File: config.mk
export PLATFORM = sky130hd
export DESIGN_NAME = bcd_display_scheduler
export DESIGN_NICKNAME = d
export VERILOG_FILES = /design/src/rtl/bcd_display_scheduler.sv
export SDC_FILE = /design/constraint.sdc
export NUM_CORES = 1
export LEC_CHECK = 0
export CAP_MARGIN = 20
export CORE_ASPECT_RATIO = 1.25
export CORE_MARGIN = 8
export CORE_UTILIZATION = 59
export DETAILED_ROUTE_END_ITERATION = 10
export GPL_TIMING_DRIVEN = 0
export HOLD_SLACK_MARGIN = 0.12
export PLACE_DENSITY_LB_ADDON = 0.25
export SYNTH_ARGS = -nofsm -noshare
export SYNTH_HDL_FRONTEND = slang
export SYNTH_SLANG_ARGS = --single-unit
File: constraint.sdc
create_clock -name clk -period 3.2 [get_ports clk]
set_clock_uncertainty 0.1 [all_clocks]
set_input_delay 0.32 -clock clk [delete_from_list [all_inputs] [get_ports clk]]
set_output_delay 0.32 -clock clk [all_outputs]
set_load 0.01 [all_outputs]
File: src/rtl/bcd_display_scheduler.sv
// Purpose: converts two 14-bit binary counts to BCD and scans them onto an 8-digit multiplexed 7-seg display.
// Latency: IDLE sample -> display regs 15 cycles (16-cycle conversion pass); display regs -> pins 1 cycle.
// Backpressure: none; free-running, inputs changing mid-pass are ignored until the next IDLE sample.
//
// Ports:
//   clk        system clock, rising edge
//   rst_ext    synchronous active-low reset
//   number_1   value shown on digits 0-3 (clamped to 9999, dp on digit 3 marks overflow)
//   number_2   value shown on digits 4-7 (clamped to 9999, dp on digit 7 marks overflow)
//   digit_sel  active-low one-hot digit anodes
//   segments   active-low cathodes, gfedcba
//   dp         active-low decimal point
//   bcd_valid  one-cycle pulse after the display registers have been refreshed
module bcd_display_scheduler #(
  parameter int REFRESH_DIV = 50000,
  parameter bit LZ_BLANK    = 1'b1
) (
  input  logic        clk,
  input  logic        rst_ext,
  input  logic [13:0] number_1,
  input  logic [13:0] number_2,
  output logic [7:0]  digit_sel,
  output logic [6:0]  segments,
  output logic        dp,
  output logic        bcd_valid
);

  localparam int DIV_W = (REFRESH_DIV > 2) ? $clog2(REFRESH_DIV) : 1;
  localparam logic [13:0] MAX_VAL = 14'd9999;

  typedef enum logic [1:0] {
    S_IDLE  = 2'd0,
    S_SHIFT = 2'd1,
    S_LOAD  = 2'd2
  } state_e;

  // Conversion state
  state_e      state_q, state_d;
  logic [3:0]  cnt_q, cnt_d;
  logic [13:0] bin1_q, bin1_d, bin2_q, bin2_d;
  logic [15:0] bcd1_q, bcd1_d, bcd2_q, bcd2_d;
  logic        ovf1_q, ovf1_d, ovf2_q, ovf2_d;

  // Display registers, only written in LOAD so both numbers change together
  logic [15:0] disp1_q, disp1_d, disp2_q, disp2_d;
  logic        dovf1_q, dovf1_d, dovf2_q, dovf2_d;
  logic        valid_q, valid_d;

  // Refresh scheduler
  logic [DIV_W-1:0] div_q, div_d;
  logic [2:0]       idx_q, idx_d;

  // Output registers
  logic [7:0] sel_q, sel_d;
  logic [6:0] seg_q, seg_d;
  logic       dp_q, dp_d;

  // Double-dabble correction: any nibble >= 5 gets +3 before the shift
  function automatic logic [15:0] dd_adjust(input logic [15:0] b);
    logic [15:0] r;
    r = b;
    for (int i = 0; i < 4; i++) begin
      if (b[4*i +: 4] >= 4'd5) r[4*i +: 4] = b[4*i +: 4] + 4'd3;
    end
    return r;
  endfunction

  function automatic logic [6:0] seg_code(input logic [3:0] n);
    logic [6:0] s;
    case (n)
      4'd0:    s = 7'h40;
      4'd1:    s = 7'h79;
      4'd2:    s = 7'h24;
      4'd3:    s = 7'h30;
      4'd4:    s = 7'h19;
      4'd5:    s = 7'h12;
      4'd6:    s = 7'h02;
      4'd7:    s = 7'h78;
      4'd8:    s = 7'h00;
      4'd9:    s = 7'h10;
      default: s = 7'h7F;
    endcase
    return s;
  endfunction

  // Conversion FSM: next state and datapath
  logic [15:0] adj1, adj2;

  always_comb begin
    state_d = state_q;
    cnt_d   = cnt_q;
    bin1_d  = bin1_q;
    bin2_d  = bin2_q;
    bcd1_d  = bcd1_q;
    bcd2_d  = bcd2_q;
    ovf1_d  = ovf1_q;
    ovf2_d  = ovf2_q;
    disp1_d = disp1_q;
    disp2_d = disp2_q;
    dovf1_d = dovf1_q;
    dovf2_d = dovf2_q;
    valid_d = 1'b0;
    adj1    = dd_adjust(bcd1_q);
    adj2    = dd_adjust(bcd2_q);

    case (state_q)
      S_IDLE: begin
        ovf1_d  = (number_1 > MAX_VAL);
        ovf2_d  = (number_2 > MAX_VAL);
        bin1_d  = (number_1 > MAX_VAL) ? MAX_VAL : number_1;
        bin2_d  = (number_2 > MAX_VAL) ? MAX_VAL : number_2;
        bcd1_d  = 16'h0;
        bcd2_d  = 16'h0;
        cnt_d   = 4'd0;
        state_d = S_SHIFT;
      end
      S_SHIFT: begin
        {bcd1_d, bin1_d} = {adj1[14:0], bin1_q, 1'b0};
        {bcd2_d, bin2_d} = {adj2[14:0], bin2_q, 1'b0};
        cnt_d = cnt_q + 4'd1;
        if (cnt_q == 4'd13) state_d = S_LOAD;
      end
      S_LOAD: begin
        disp1_d = bcd1_q;
        disp2_d = bcd2_q;
        dovf1_d = ovf1_q;
        dovf2_d = ovf2_q;
        valid_d = 1'b1;
        state_d = S_IDLE;
      end
      default: state_d = S_IDLE;
    endcase
  end

  // Refresh scheduler and digit decode
  logic        div_tc;
  logic [15:0] cur_bcd, upper;
  logic [3:0]  cur_nib;
  logic        blank;

  always_comb begin
    div_tc  = (div_q == DIV_W'(REFRESH_DIV - 1));
    div_d   = div_tc ? '0 : div_q + 1'b1;
    idx_d   = div_tc ? idx_q + 3'd1 : idx_q;

    cur_bcd = idx_q[2] ? disp2_q : disp1_q;
    cur_nib = cur_bcd[{idx_q[1:0], 2'b00} +: 4];
    // Blank when this nibble and every higher one is zero; the ones digit is never blanked
    upper   = cur_bcd >> {idx_q[1:0], 2'b00};
    blank   = LZ_BLANK && (idx_q[1:0] != 2'd0) && (upper == 16'h0);

    sel_d   = ~(8'b1 << idx_q);
    seg_d   = blank ? 7'h7F : seg_code(cur_nib);
    dp_d    = ~(((idx_q == 3'd3) && dovf1_q) || ((idx_q == 3'd7) && dovf2_q));
  end

  always_ff @(posedge clk) begin
    if (!rst_ext) begin
      state_q <= S_IDLE;
      cnt_q   <= 4'd0;
      bin1_q  <= 14'd0;
      bin2_q  <= 14'd0;
      bcd1_q  <= 16'h0;
      bcd2_q  <= 16'h0;
      ovf1_q  <= 1'b0;
      ovf2_q  <= 1'b0;
      disp1_q <= 16'h0;
      disp2_q <= 16'h0;
      dovf1_q <= 1'b0;
      dovf2_q <= 1'b0;
      valid_q <= 1'b0;
      div_q   <= '0;
      idx_q   <= 3'd0;
      sel_q   <= 8'hFF;
      seg_q   <= 7'h7F;
      dp_q    <= 1'b1;
    end else begin
      state_q <= state_d;
      cnt_q   <= cnt_d;
      bin1_q  <= bin1_d;
      bin2_q  <= bin2_d;
      bcd1_q  <= bcd1_d;
      bcd2_q  <= bcd2_d;
      ovf1_q  <= ovf1_d;
      ovf2_q  <= ovf2_d;
      disp1_q <= disp1_d;
      disp2_q <= disp2_d;
      dovf1_q <= dovf1_d;
      dovf2_q <= dovf2_d;
      valid_q <= valid_d;
      div_q   <= div_d;
      idx_q   <= idx_d;
      sel_q   <= sel_d;
      seg_q   <= seg_d;
      dp_q    <= dp_d;
    end
  end

  assign digit_sel = sel_q;
  assign segments  = seg_q;
  assign dp        = dp_q;
  assign bcd_valid = valid_q;

endmodule

==> impl_metrics.py, run 1 <==
metrics = {
    "run_status": {
        "status": "completed",
    },
    "synth": {
        "synth_nets": 828,
        "synth.yosys.warnings": 0,
        "synth_area_leaders": "dfxtp_1 41%, nand2_1 6.8%, a21boi_0 5.5%",
        "synthArstFlopShare_pct": 0,
        "yosysTopAreaCellShare_pct": 40.56,
        "synth_most_common_cell": "dfxtp_1",
        "netlist_instances": 768,
        "syn-cell-area_mm2": 0.006812,
        "synth-edff-count": 0,
        "avgSynthCellArea_um2": 8.869,
        "synth-seq-area-share_pct": 40.56,
        "ys_top_cells_by_count": "138 x dfxtp_1, 124 x nand2_1, 50 x a21boi_0",
        "ys_types": 49,
        "yosys_register_bits": 138,
        "synth_top_area_cell": "dfxtp_1",
        "synth_ff_type": "dfxtp_1",
    },
    "critical_path": {
        "crit_slowest_cell": "mux4_2",
        "endpoint_kind": "flip-flop",
        "crit_chain": "buf_2 > mux4_2 > mux2i_1 > inv_1 > ha_1 > or2_1 > a21oi_1 > o21ai_1",
        "cp.arrival_ps": 2740,
        "slowest_delay_ps": 530,
        "cp-start-kind": "flip-flop",
        "path_class": "reg2reg",
        "crit_fanout": 10,
        "cp.required_ps": 3390,
    },
    "clocking": {
        "cts_root_buf": "clkbuf_16",
        "post-cts-setup-buffers": 0,
        "holdBufCountCts": 0,
        "numCtsBuffers": 17,
        "htree_levels": 4,
        "clock_latency_ps": 430,
        "clkTransAtPathRegs_ps": 60,
        "cts_tree": "yes",
        "clock-sinks": 138,
        "cts_resized": 0,
        "clk_path_buf_depth": 2,
    },
    "sta": {
        "finalCriticalPeriod_ps": 2548,
        "maxSlewHeadroom_pct": 56.16,
        "worstMarginPinSlew_ps": 657.7,
        "fin_crit_sh_pct": 79.63,
        "hold_viol_final": 0,
        "fmax_ghz": 0.3924,
        "setup_viol": 0,
        "rsz0062_at_grt": "false",
        "timing.hold.ws_ps": 359.6,
        "slew_violations": 0,
        "fin_setup_tns_ps": 0,
    },
    "grt": {
        "grt_pass1_vias": 5847,
        "grt_pass1_wl_mm": 27.11,
        "antenna_found_initial": 0,
        "grt_max_degree": 17,
        "track_usage_pct": 22.18,
        "grt_overflow_total": 0,
    },
    "placed_design": {
        "dp_hpwl_mm": 11.89,
        "dp_cells": 951,
        "portBuffers": 45,
        "place_congestion": 0.8894,
        "dpl_cell_area_mm2": 0.007435,
    },
    "drt": {
        "route.detailed.drc": 0,
        "ant_nets": 0,
        "wl_per_cell_um": 16.62,
        "num_vias": 5710,
        "first_pass_iters": 5,
        "wirelength_mm": 16.33,
        "initialDrtViolationCount": 349,
        "viasPerCell": 5.809,
    },
    "final_layout": {
        "n_antenna_cell": 0,
        "fin_cells": 983,
        "fillers": 865,
        "drive_above_1_share_pct": 6.982,
        "nets": 892,
        "syn2layout_area_growth_pct": 18.13,
        "final_cell_area_mm2": 0.008046,
    },
    "power_and_ir_drop": {
        "combPwrFrac_pct": 5.1,
        "p_leak_nw": 2.983,
        "p_switching_w": 0.0008523,
        "peakVddDrop_mv": 0.2935,
        "power_density_mw_per_mm2": 498.6,
        "internal_power_w": 0.003160,
        "swShare_pct": 21.24,
        "power_frac_seq_pct": 44.2,
        "p_clk_share_pct": 50.7,
    },
    "floorplanning": {
        "coreArea_mm2": 0.01145,
        "ios": 47,
        "die_w_um": 112.1,
        "start_util_pct": 59.48,
        "rows": 44,
        "die_h_um": 136.1,
        "die_area_mm2": 0.01526,
    },
    "run": {
        "maxCapViolCount": 0,
    },
    "hold_path": {
        "worstHoldPathType": "reg2reg",
    },
}
[state kept, by name (all words and copies together), names as in the netlist, 2 cells and up]
name and count:
disp1_q 16, bcd1_q 16, segments 7, disp2_q 16, bin2_q 14, digit_sel 8
bcd2_q 16, cnt_q 4, idx_q 3, div_q 16, state_q 2, bin1_q 14
[placed cells by master, fill, tap and decap left out, drive strengths merged, types with 7 or more instances in the layout]
cell	netlist	layout
xnor2	24	24
nand2b	15	15
nand2	124	124
nor2	42	42
mux4	9	9
mux2i	22	22
dfxtp	138	138
a21o	7	7
nand3	17	17
inv	37	37
a22oi	25	25
nor3b	7	7
ha	30	30
and2	15	15
buf	9	9
mux2	8	8
a221o	10	10
nor2b	37	37
nor3	10	10
a21oi	10	10
nor4	7	7
clkbuf	37	58
o21ai	33	33
a21boi	53	53
clkdlybuf4s50	0	45
and3	10	10
[power groups by stage]
| stage | clock, W | combinational [W] | sequential, W |
|---|---|---|---|
| floorplan | 0 | 0.000114 | 0.00181 |
| global placement | 0 | 0.000195 | 0.00181 |
| detailed placement | 0 | 0.000201 | 0.00181 |
| CTS | 0.00205 | 0.000203 | 0.00177 |
| global route | 0.00213 | 0.000223 | 0.00178 |
| finish | 0.00204 | 0.000204 | 0.00177 |
[worst max-delay path: cells and delay by family (launching register included)]
| kind | cells | cell delay [ps] |
|---|---|---|
| adders and majority gates | 1 | 200 |
| AOI/OAI and AO/OA | 2 | 200 |
| muxes | 2 | 930 |
| buffers and inverters | 2 | 390 |
| DFF | 1 | 350 |
| and+or+nand+nor | 1 | 230 |
[layer usage]
| metal | part of all wire (%) | routed length [um] | global-route usage, % | vias to the layer above |
|---|---|---|---|---|
| met5 | 0 | 0 | 0 | - |
| met4 | 3.9 | 633 | 13.82 | 0 |
| met3 | 4.1 | 668 | 4.844 | 50 |
| met2 | 52 | 8510 | 41.13 | 172 |
| met1 | 40 | 6521 | 22.25 | 2722 |
| li1 | - | - | - | 2766 |
[cell families after synthesis]
group	share of synthesized area, %
AO/OA/AOI/OAI	16.99
XOR/XNOR	3.857
adder cells (fa/ha/maj)	5.511
buffers and inverters	4.904
flip-flops	40.56
multiplexers	8.064
AND/OR/NAND/NOR	20.11
[stage by stage]
stage                     worst slack (ps)  total power, W  util, %
after floorplan                      950.4        0.001920        -
after global placement               689.5        0.002002    64.93
after detailed placement             656.2        0.002011    64.93
after CTS                            624.9        0.004024    70.27
after global routing                 445.6        0.004132    70.27
final                                651.7        0.004012    70.27
[path summary, 6_finish.rpt]
kind,startpoint,slack (ps),to,cells past startpoint
worst max-delay path,idx_q[1],650,segments[3],8
worst min-delay path,bin2_q[9],360,bin2_q[9],2
worst max register to register,idx_q[1],650,segments[3],8
worst min register to register,bin2_q[9],360,bin2_q[9],2
[cell type report]
class	count	area [um2]	share of cell area [%]
sequential	138	2763	34.33
buffer	46	195.2	2.426
clock inverter	11	171.4	2.130
timing repair buffer	45	450.4	5.598
multi-input combinational	547	3715	46.17
inverter	37	138.9	1.726
tap	138	172.7	2.146
clock buffer	21	440.4	5.473
No activity file was read; power rests on OpenSTA's default activity.
==> run 2, diff against run 1 <==
clock period = 2.6 ns   (was 3.2 ns; I/O delays follow)
==> run 2 against run 1 <==
Wire length increased by 0.20%; die area unchanged; sequential power increased by 23%; highest routed layer unchanged; critical endpoint is now segments[1]; critical path depth down 1; sequential share of layout area is 0.053 points lower; global-route usage unchanged; largest power group unchanged; worst setup slack worse by 460 ps.
==> impl_metrics.py, run 2 (same netlist as run 1, synthesis figures left out) <==
metrics = {
    "drt": {
        "initialDrtViolationCount": 312,
        "route.detailed.drc": 0,
        "ant_nets": 0,
        "wl_met2_mm": 8.553,
        "dr.max_layer_used": "met4",
        "dr_wl_met3_um": 708,
        "first_pass_iters": 5,
        "wl_met1_mm": 6.485,
        "num_vias": 5718,
        "wl_per_cell_um": 16.65,
        "wirelength_mm": 16.37,
        "viasPerCell": 5.817,
    },
    "critical_path": {
        "cp.arrival_ps": 2650,
        "crit_family": "multiplexers",
        "crit_chain": "buf_6 > mux4_1 > mux2i_4 > ha_1 > o2111ai_1 > o2bb2ai_1 > o21ai_0",
        "crit_fanout": 10,
        "crit_path_start": "idx_q[0]",
        "endpoint_kind": "flip-flop",
        "crit_slowest_cell": "mux4_1",
        "r2r_start": "idx_q[0]",
        "path_class": "reg2reg",
        "cp.required_ps": 2850,
        "slowest_delay_ps": 630,
        "cp-start-kind": "flip-flop",
        "cp_num_buf_inv": 1,
    },
    "grt": {
        "grt_pass1_vias": 5847,
        "grt_max_degree": 17,
        "grt_overflow_total": 0,
        "grt_pass1_wl_mm": 27.11,
        "antenna_found_initial": 0,
        "track_usage_pct": 22.18,
    },
    "final_layout": {
        "utilization_pct": 70.38,
        "drive_above_1_share_pct": 7.101,
        "final_cell_mix": "138 x dfxtp_1, 124 x nand2_1, 50 x a21boi_0",
        "n_antenna_cell": 0,
        "syn2layout_area_growth_pct": 18.31,
        "nets": 892,
        "final_common_cell": "dfxtp_1",
    },
    "run_status": {
        "status": "completed",
    },
    "sta": {
        "timing.hold.ws_ps": 349.1,
        "hold_viol_final": 0,
        "setup_viol": 0,
        "rsz0062_at_grt": "false",
        "maxSlewHeadroom_pct": 58.06,
        "fin_setup_tns_ps": 0,
        "fin_crit_sh_pct": 92.57,
        "finalCriticalPeriod_ps": 2407,
        "worstMarginPinSlew_ps": 623.3,
        "fmax_ghz": 0.4155,
        "slew_violations": 0,
    },
    "power_and_ir_drop": {
        "p_clk_share_pct": 50.8,
        "p_switching_w": 0.001053,
        "p_leak_nw": 2.978,
        "internal_power_w": 0.003889,
        "combPwrFrac_pct": 5.1,
        "power_frac_seq_pct": 44.1,
        "peakVddDrop_mv": 0.3635,
        "swShare_pct": 21.32,
        "power_density_mw_per_mm2": 613.2,
    },
    "hold_path": {
        "hold_start": "rst_ext",
        "worstHoldPathType": "in2reg",
    },
    "placed_design": {
        "dp_hpwl_mm": 11.89,
        "place_congestion": 0.8894,
        "portBuffers": 45,
    },
    "clocking": {
        "clock_latency_ps": 430,
        "htree_levels": 4,
        "clk_path_buf_depth": 2,
        "numCtsBuffers": 17,
        "clkTransAtPathRegs_ps": 60,
        "cts_root_buf": "clkbuf_16",
        "clock-sinks": 138,
        "cts_tree": "yes",
    },
    "floorplanning": {
        "die_h_um": 136.1,
        "coreArea_mm2": 0.01145,
        "rows": 44,
        "die_w_um": 112.1,
        "start_util_pct": 59.48,
        "ios": 47,
        "die_area_mm2": 0.01526,
    },
    "run": {
        "maxCapViolCount": 0,
    },
}
run 2: through the flow:
step | instance area [um2] | power, W | instances | setup slack (ps)
detailed placement | 7435 | 0.002475 | 951 | 56.16
global route | 8059 | 0.005086 | 983 | 10.94
global placement | 7435 | 0.002464 | 951 | 89.54
CTS | 8046 | 0.004953 | 983 | 24.89
floorplan | 6812 | 0.002363 | 768 | 350.4
finish | 8059 | 0.004942 | 983 | 193.1
run 2: routing by layer:
layer	GRT usage, %	vias to the layer above
met2	41.13	175
met1	22.25	2727
met4	13.82	0
met3	4.844	47
met5	0	-
li1	-	2769
run 2: cell type report:
class,count,area [um2]
buffer,46,195.2
multi-input combinational,547,3727
tap,138,172.7
inverter,37,138.9
clock inverter,11,171.4
timing repair buffer,45,450.4
clock buffer,21,440.4
fill,861,3392
sequential,138,2763
run 2: power groups by stage:
stage          clock network [W]  registers, W  logic (W)
2_1_floorplan                  0       0.00222   0.000140
3_3_place_gp                   0       0.00222   0.000240
3_5_place_dp                   0       0.00223   0.000248
4_1_cts                  0.00252       0.00218   0.000250
5_1_grt                  0.00263       0.00218   0.000274
6_report                 0.00251       0.00218   0.000251
run 2: repair_timing:
action	4_1_cts	5_1_grt
buffers inserted	0	0
hold buffers	0	0
gates resized for setup	0	2
endpoints found under the setup margin	0	7
run 2: worst register-to-register path, delay by kind of cell, from the launching register on:
| kind | cells | cell delay (ps) |
|---|---|---|
| flip-flops | 1 | 450 |
| multiplexers | 2 | 890 |
| adder cells (fa/ha/maj) | 1 | 210 |
| AO/OA/AOI/OAI | 3 | 460 |
| buffers and inverters | 1 | 210 |
run 2: path summary, 6_finish.rpt:
path	end	slack (ps)	cells past startpoint
setup / recovery	segments[1]	190	7
hold / removal	div_q[2]	350	3
setup reg to reg	segments[1]	190	7
hold reg to reg	bin2_q[9]	360	2
